$ cat src/rtl/barrier_pkg.sv
// Shared types and sizing helpers for the barrier bitmap builder.
package barrier_pkg;

    typedef enum logic [1:0] {
        IDLE  = 2'd0,
        SCAN  = 2'd1,
        DRAIN = 2'd2,
        DONE  = 2'd3
    } scan_state_t;

    localparam int DEFAULT_WORD_W = 16;

    // Width of a counter holding values 0..n-1, never narrower than one bit.
    function automatic int safe_width(input int n);
        return (n > 1) ? $clog2(n) : 1;
    endfunction

    function automatic int word_count(input int h, input int v, input int w);
        return (h * v) / w;
    endfunction

    function automatic int addr_width(input int h, input int v, input int w);
        return safe_width(word_count(h, v, w));
    endfunction

endpackage

$ cat src/rtl/barrier_map_builder_bit_packer.sv
// Serial-to-parallel packer: collects one barrier bit per advance into a WORD_W word.
module bit_packer
    import barrier_pkg::*;
#(
    parameter int WORD_W = DEFAULT_WORD_W
) (
    input  logic              clk_in,
    input  logic              rst_in,
    input  logic              clear,
    input  logic              advance,
    input  logic              bit_in,
    output logic              word_full,
    output logic [WORD_W-1:0] word
);

    localparam int IDX_W = safe_width(WORD_W);
    localparam logic [IDX_W-1:0] IDX_LAST = IDX_W'(WORD_W - 1);

    logic [IDX_W-1:0]  bit_idx;
    logic [WORD_W-1:0] pack;

    // The completed word must already contain the bit arriving this cycle.
    always_comb begin
        word          = pack;
        word[bit_idx] = bit_in;
    end

    assign word_full = advance && (bit_idx == IDX_LAST);

    always_ff @(posedge clk_in or negedge rst_in) begin
        if (!rst_in) begin
            bit_idx <= '0;
            pack    <= '0;
        end else if (clear) begin
            bit_idx <= '0;
            pack    <= '0;
        end else if (advance) begin
            pack[bit_idx] <= bit_in;
            if (word_full) begin
                bit_idx <= '0;
            end else begin
                bit_idx <= bit_idx + 1'b1;
            end
        end
    end

endmodule

$ cat src/rtl/barrier_map_builder.sv
// Rasters the lattice through the barrier test and writes the packed bitmap to RAM.
// Optional BARRIER_COUNT_EN adds barrier_count_out (number of barrier cells in the scan).
//
//  state | meaning
//  IDLE  | waiting for start_in
//  SCAN  | one cell per advance cycle, words pushed to the write port
//  DRAIN | last word waiting for acceptance
//  DONE  | one-cycle done_out pulse
module barrier_map_builder
    import barrier_pkg::*;
#(
    parameter int HPIXELS = 240,
    parameter int VPIXELS = 160,
    parameter int WORD_W  = DEFAULT_WORD_W
) (
    input  logic                                          clk_in,
    input  logic                                          rst_in,
    input  logic                                          start_in,
    output logic [safe_width(HPIXELS)-1:0]                hor_out,
    output logic [safe_width(VPIXELS)-1:0]                vert_out,
    input  logic                                          in_barrier_in,
    output logic [addr_width(HPIXELS, VPIXELS, WORD_W)-1:0] wr_addr_out,
    output logic [WORD_W-1:0]                             wr_data_out,
    output logic                                          wr_valid_out,
    input  logic                                          wr_ready_in,
    output logic                                          busy_out,
    output logic                                          done_out
`ifdef BARRIER_COUNT_EN
    ,
    output logic [safe_width(HPIXELS*VPIXELS+1)-1:0]      barrier_count_out
`endif
);

    localparam int H_W = safe_width(HPIXELS);
    localparam int V_W = safe_width(VPIXELS);
    localparam int A_W = addr_width(HPIXELS, VPIXELS, WORD_W);
    localparam logic [H_W-1:0] H_LAST = H_W'(HPIXELS - 1);
    localparam logic [V_W-1:0] V_LAST = V_W'(VPIXELS - 1);

    scan_state_t state;
    scan_state_t next_state;

    logic             advance;
    logic             accept;
    logic             scan_start;
    logic             scan_adv;
    logic             last_cell;
    logic             word_full;
    logic [WORD_W-1:0] packed_word;
    logic [A_W-1:0]   word_cnt;

    assign advance    = !wr_valid_out || wr_ready_in;
    assign accept     = wr_valid_out && wr_ready_in;
    assign scan_start = (state == IDLE) && start_in;
    assign scan_adv   = (state == SCAN) && advance;
    assign last_cell  = (hor_out == H_LAST) && (vert_out == V_LAST);

    bit_packer #(
        .WORD_W (WORD_W)
    ) u_packer (
        .clk_in    (clk_in),
        .rst_in    (rst_in),
        .clear     (scan_start),
        .advance   (scan_adv),
        .bit_in    (in_barrier_in),
        .word_full (word_full),
        .word      (packed_word)
    );

    always_ff @(posedge clk_in or negedge rst_in) begin
        if (!rst_in) begin
            state <= IDLE;
        end else begin
            state <= next_state;
        end
    end

    always_comb begin
        next_state = state;
        busy_out   = 1'b0;
        done_out   = 1'b0;
        case (state)
            IDLE: begin
                if (start_in) next_state = SCAN;
            end
            SCAN: begin
                busy_out = 1'b1;
                if (scan_adv && last_cell) next_state = DRAIN;
            end
            DRAIN: begin
                busy_out = 1'b1;
                // Leave on the cycle the final word is taken, so DONE sees an idle port.
                if (advance) next_state = DONE;
            end
            DONE: begin
                done_out   = 1'b1;
                next_state = IDLE;
            end
            default: next_state = IDLE;
        endcase
    end

    always_ff @(posedge clk_in or negedge rst_in) begin
        if (!rst_in) begin
            hor_out      <= '0;
            vert_out     <= '0;
            wr_addr_out  <= '0;
            wr_data_out  <= '0;
            wr_valid_out <= 1'b0;
            word_cnt     <= '0;
        end else begin
            if (scan_start) begin
                hor_out  <= '0;
                vert_out <= '0;
                word_cnt <= '0;
            end

            // A new word may replace one being accepted in the same cycle.
            if (scan_adv && word_full) begin
                wr_data_out  <= packed_word;
                wr_addr_out  <= word_cnt;
                wr_valid_out <= 1'b1;
                word_cnt     <= word_cnt + 1'b1;
            end else if (accept) begin
                wr_valid_out <= 1'b0;
            end

            if (scan_adv && !last_cell) begin
                if (hor_out == H_LAST) begin
                    hor_out  <= '0;
                    vert_out <= vert_out + 1'b1;
                end else begin
                    hor_out <= hor_out + 1'b1;
                end
            end
        end
    end

`ifdef BARRIER_COUNT_EN
    always_ff @(posedge clk_in or negedge rst_in) begin
        if (!rst_in) begin
            barrier_count_out <= '0;
        end else if (scan_start) begin
            barrier_count_out <= '0;
        end else if (scan_adv && in_barrier_in) begin
            barrier_count_out <= barrier_count_out + 1'b1;
        end
    end
`endif

endmodule
$ cat config.mk
export PLATFORM = sky130hd
export DESIGN_NAME = barrier_map_builder
export DESIGN_NICKNAME = d
export VERILOG_FILES = /design/src/rtl/barrier_pkg.sv /design/src/rtl/barrier_map_builder_bit_packer.sv /design/src/rtl/barrier_map_builder.sv
export SDC_FILE = /design/constraint.sdc
export NUM_CORES = 1
export LEC_CHECK = 0
export ABC_AREA = 1
export CAP_MARGIN = 20
export CORE_ASPECT_RATIO = 1.4
export CORE_MARGIN = 3
export CORE_UTILIZATION = 55
export CTS_BUF_LIST = sky130_fd_sc_hd__clkbuf_8
export DETAILED_ROUTE_END_ITERATION = 7
export PLACE_DENSITY = 0.84
export SLEW_MARGIN = 0
export SYNTH_ARGS = -nofsm -noshare
export SYNTH_HDL_FRONTEND = slang
export SYNTH_SLANG_ARGS = --single-unit
$ cat constraint.sdc
create_clock -name clk_in -period 2.65 [get_ports clk_in]
set_clock_uncertainty 0.1 [all_clocks]
set_input_delay 0.265 -clock clk_in [delete_from_list [all_inputs] [get_ports clk_in]]
set_output_delay 0.265 -clock clk_in [all_outputs]
set_load 0.02 [all_outputs]
Yosys cells after proc, flatten, opt, wreduce, memory -nomap -nowiden
Cells that the tools add are included.
Word-level totals
  bits in writable memories: 0
  memories: 0
  logic and storage cells: 67
  bits in read-only memories: 0
  latch bits: 0
  flip-flop bits (word level): 79
Cells by class
  multiply operators: 0
  $lt $le $gt $ge: 2
  equal/unequal tests: 9
  $add $sub $neg: 4
  shifts and indexed selects: 0
  reductions and logical operators: 19
  bitwise gates (word level): 0
  divide/modulo/power cells: 0
  multiplexer cells: 24
Operators with widths (number)
  $mux W8: 6
  $mux W16: 2
  $mux W12: 2
  $add A8 B1 Y8 const B: 2
  $bwmux W16: 1
  $eq A8 B8 Y1 const B: 2
  $add A12 B1 Y12 const B: 1
  $mux W4: 3
  $logic_and A1 B1 Y1: 9
  $pmux W2 S4: 1
  $reduce_bool A2 Y1: 4
  $mux W2: 3
  $lt A4 B5 Y1 const B: 1
  $mux W1: 5
  $add A4 B1 Y4 const B: 1
  $demux W1 S4: 1
  $eq A2 B2 Y1 const B: 2
  $eq A4 B4 Y1 const B: 1
  $ge A4 B1 Y1 const B: 1
  $ne A2 B2 Y1 const B: 2
  $reduce_and A3 Y1: 1
  $eq A2 B1 Y1 const B: 1
  $logic_not A1 Y1: 2
  $logic_not A2 Y1: 1
  3 further kinds: 3

Logic depth before layout (Yosys ltp)
  word-level depth: 7
  depth in mapped cells: 9
  gate-level depth less buffers: 9

Modules after synthesis
A second synthesis with hierarchy kept.
Second synthesis, totals
  cells, all modules: 549
  area total of the unflattened synthesis: 4266.6 sq um
By module, submodules not included
  barrier_map_builder: times used 1, cells an instance 358, area each 2866.5 sq um
  bit_packer: times used 1, cells an instance 191, area each 1400.1 sq um

Worst setup path before layout
Ideal clock, no wire load.
  path type: register -> register
  start: register hor_out[0]
  end: register vert_out[4]
  required time: 2.484 ns
  slack: 1.009 ns
  library setup time: 0.066 ns
  cell stages (with the launch flop): 9
  data arrival time: 1.475 ns
  cells stage by stage: dfrtp_1 ha_1 nand3_1 nor2_4 nand3_2 nand2_2 buf_6 nand3_1 nand2_1
On the way
  cells in the longest elaborated chain, start to end: 5
  elaborated cells between the ends (all ways): 6
  classes of those cells: eq/ne: 1; mux: 2; reduce/logical: 3
RTL lines
  start, declared: RTL line barrier_map_builder.sv:19  | output logic [safe_width(HPIXELS)-1:0] hor_out,
  start signal, assigned: RTL line barrier_map_builder.sv:133  | hor_out <= hor_out + 1'b1;
  $eq A8 B8 Y1 *: RTL line barrier_map_builder.sv:56, barrier_map_builder.sv:129
  $logic_and A1 B1 Y1: RTL line barrier_map_builder.sv:56  | assign last_cell = (hor_out == H_LAST) && (vert_out == V_LAST);
  $logic_not A1 Y1: RTL line barrier_map_builder.sv:128  | if (scan_adv && !last_cell) begin
  $logic_and A1 B1 Y1: RTL line barrier_map_builder.sv:128
  $mux W8 *: RTL line barrier_map_builder.sv:128
  end signal, assigned: RTL line barrier_map_builder.sv:131  | vert_out <= vert_out + 1'b1;
  end, declared: RTL line barrier_map_builder.sv:20  | output logic [safe_width(VPIXELS)-1:0] vert_out,
Every way passes the cells marked *; elsewhere a longest branch is shown, timed or not.
A chain may end at the register's enable or synchronous reset.

Final worst setup path
  start: register state[0]
  end: output port busy_out
On the way
  cells in the longest elaborated chain, start to end: 3
  elaborated cells between the ends (all ways): 4
  classes of those cells: eq/ne: 2; mux: 1; reduce/logical: 1
RTL lines
  start, declared: RTL line barrier_map_builder.sv:40  | scan_state_t state;
  start signal, assigned: RTL line barrier_map_builder.sv:74  | state <= next_state;
  $eq A2 B1 Y1 or $eq A2 B2 Y1 (tied branches): RTL line barrier_map_builder.sv:82  | case (state)
  $reduce_or A2 Y1 (no source line) *
  $mux W1 *: RTL line barrier_map_builder.sv:82
  end, declared: RTL line barrier_map_builder.sv:26  | output logic busy_out,
Marked as above.

==> metrics.csv <==
stage,metric,value,unit
power_and_ir_drop,maximum VDD drop,631.7,µV
synth,sequential share of the synthesized area,0.4965,
detailed_routing,final WL,8.675,mm
grt,pin count of the biggest net entering global routing,79,
synth,post-synth top area cell,dfrtp_1,
detailed_routing,DRT iter0 DRCs,272,
clock_tree,CTS buffer count,9,
die,die area,8213,µm²
synth,cell area after synthesis,3931,µm²
worst_setup_path,Critical Path Sink Type,output port,
worst_setup_path,CP Capture Point,busy_out,
worst_setup_path,worst reg2reg startpoint,state[0]$_DFFE_PN0P_,
detailed_routing,vias,3474,
die,area of the core,6744,µm²
detailed_routing,DR vias/cell,5.411,
grt,gr ovfl total,0,
worst_setup_path,R2R cell count,8,
place,port bufs,51,
worst_setup_path,worst path arrival time,1790,ps
finish,fillers,583,
status,status,"finished, final reports clean",
min_path,HP Class,reg -> reg,
power_and_ir_drop,Pwr Total,3.299,mW
finish,synthesis-to-layout area growth,18.71,%
clock_tree,"Reg clk slew, reported paths",70,ps
sta,Final setup viols,0,
finish,final core utilization,0.6920,
detailed_routing,DRC,0,
worst_setup_path,reg-to-reg endpoint,word_cnt[11]$_DFFE_PN0P_,
sta,Fin. Hold Viols,0,
die,Die W,77.46,µm
sta,Worst slew margin,0.3600,
place,Final GP Congestion,0.8473,
finish,ANT cells,0,
synth,share of the synthesized area in the top cell type,0.4965,
die,Cell Rows,35,
flow_run,Max-cap violations,0,
grt,vias in the first global route,3419,
clock_tree,Worst-Skew Late Latency,350,ps
synth,Netlist cell types,27,
synth,Mapped Cells,497,
worst_setup_path,WP data required,2290,ps
sta,RSZ-0062 raised after global routing,false,
power_and_ir_drop,PD cells,706.8,nW/µm²
synth,Mapped Nets,513,
grt,GRT Total Usage,0.2240,
die,# IOs,52,
power_and_ir_drop,static leakage,2.331,nW
die,Initial Util,0.5829,
detailed_routing,drt wl/cell,13.51,µm
worst_setup_path,R2R Setup Slk,500,ps
synth,yosys warns,0,
grt,initial antenna violation count,0,
synth,number of synthesized register bits,78,
detailed_routing,remaining antenna violation count after routing,0,
sta,worst slew pin tran,960.0,ps
clock_tree,Max Root-Sink Buffers,2,
detailed_routing,1st-pass router iterations,5,
worst_setup_path,Startpoint Class,flop,
sta,min cycle time layout,2154,ps
grt,first-pass GRT wire length,14.90,mm
clock_tree,CTS H-tree depth,3,
worst_setup_path,crit path launch,state[0]$_DFFE_PN0P_,
sta,maximum clock frequency,464.4,MHz
place,hpwl dp,5.952,mm
sta,share of the clock period used by the worst path,0.8126,
worst_setup_path,WS Path Type,reg -> out,
synth,"top cells by area, synth","dfrtp_1 50%, nand2_1 17%, nand3_1 7.6%, o21ai_0 5.3%, inv_1 4.0%",
sta,setup_tns,0,ps
worst_setup_path,CP max FO,4,
die,Chip Height,106.0,µm
finish,Total Nets Final,562,
clock_tree,CTS root buffer,clkbuf_8,
synth,Avg Inst Size Synth,7.910,µm²
sta,Max Transition Viols Final,0,
clock_tree,CTS tree,built,
clock_tree,Clock Sinks,78,
finish,layout cells sized above 1,0.05091,
[cell usage after synthesis]
master	instances
nand2_1	181
buf_4	5
or2_2	1
nand3_1	60
buf_1	1
nand2_2	3
nor2_4	2
nand4_1	5
o21ai_0	42
nand3_2	2
dfrtp_1	78
nor3_1	5
inv_4	1
buf_2	3
inv_1	42
buf_6	3
a21oi_1	7
nor2_2	1
o21ai_1	5
clkbuf_1	5
ha_1	11
nor2_1	19
xor2_1	6
o22a_1	1
a31oi_1	5
xnor2_1	2
nand3b_1	1
[stage by stage]
stage / worst slack [ps] / instances / instance area, µm² / hold WS [ps]
3_3_place_gp: 460.2 / 626 / 4468 / 364.2
4_1_cts: 482.1 / 642 / 4667 / 384.3
3_5_place_dp: 379.1 / 626 / 4468 / 365.9
6_report: 496.5 / 642 / 4667 / 386.4
2_1_floorplan: 1009 / 497 / 3931 / -130.6
5_1_grt: 320.0 / 642 / 4667 / 410.1
[power breakdown]
| part | switching [mW] | internal [mW] | total (mW) | leakage, nW |
|---|---|---|---|---|
| clock network | 0.411 | 0.449 | 0.859 | 0.0993 |
| registers | 0.125 | 1.30 | 1.43 | 1.08 |
| logic | 0.670 | 0.340 | 1.01 | 1.15 |
[routing by layer]
metal  global-route usage  up-vias  share of wire
met5                    0        -              0
met2               0.4079       99           0.53
met1               0.2522     1668           0.41
li1                     -     1693              -
met4              0.09796        0          0.017
met3              0.04153       14          0.040
[how the worst min path moves through the flow]
stage | depth (start not counted) | startpoint | slack (ps) | end
after floorplan | 0 | rst_in | -130 | hor_out[0]$_DFFE_PN0P_
after global placement | 2 | wr_data_out[5]$_DFFE_PN0P_ | 360 | wr_data_out[5]$_DFFE_PN0P_
after detailed placement | 2 | wr_data_out[5]$_DFFE_PN0P_ | 370 | wr_data_out[5]$_DFFE_PN0P_
after CTS | 2 | wr_data_out[5]$_DFFE_PN0P_ | 380 | wr_data_out[5]$_DFFE_PN0P_
after global routing | 2 | wr_data_out[5]$_DFFE_PN0P_ | 410 | wr_data_out[5]$_DFFE_PN0P_
final | 2 | wr_data_out[5]$_DFFE_PN0P_ | 390 | wr_data_out[5]$_DFFE_PN0P_
[kinds of logic (layout without fill, tap and decap cells)]
group	count (synthesis)	in the layout	synth area share
simple gates	280	280	0.3024
flops	78	78	0.4965
compound gates	60	60	0.07893
buf+inv	60	113	0.06938
xor+xnor	8	8	0.01782
fa+ha+maj	11	11	0.03501
[critical path: stages (launching register included)]
cell and delay, ps:
dfrtp_1 430, inv_1 100, ha_1 310, clkdlybuf4s50_1 600
[repair_timing]
action | CTS | global route
buffers inserted | 0 | 0
endpoints found under the hold margin | 26 | 0
gates resized for setup | 0 | 0
hold buffers | 1 | 0
[final cells by class]
class	instances	area, µm²	area share
Timing Repair Buffer	55	540.5	0.1158
Clock inverter	5	51.30	0.01099
Tap cell	92	115.1	0.02466
Multi-Input combinational cell	359	1707	0.3657
Inverter	43	163.9	0.03512
Clock buffer	10	137.6	0.02949
Sequential cell	78	1952	0.4182
[cells in the final DEF, fill, tap and decap left out]
master / n
nand2_1: 181
dfrtp_1: 78
nand3_1: 60
clkdlybuf4s50_1: 50
inv_1: 43
o21ai_0: 42
nor2_1: 19
ha_1: 11
clkbuf_8: 10
a21oi_1: 7
xor2_1: 6
nor3_1: 5
nand4_1: 5
o21ai_1: 5
a31oi_1: 5
buf_4: 4
nand2_2: 3
nor2_4: 2
nand3_2: 2
xnor2_1: 2
clkinv_2: 2
nand3b_1: 1
inv_4: 1
o22a_1: 1
nor2_2: 1
or2_2: 1
clkinvlp_4: 1
bufinv_16: 1
dlygate4sd3_1: 1
[flip-flops by register name, indices dropped and copies added (netlist names)]
name and flops:
wr_data_out 16, u_packer.pack 15, word_cnt 12, wr_addr_out 12
hor_out 8, vert_out 8, u_packer.bit_idx 4, state 2
wr_valid_out 1
(Power assumes the default switching activity.)
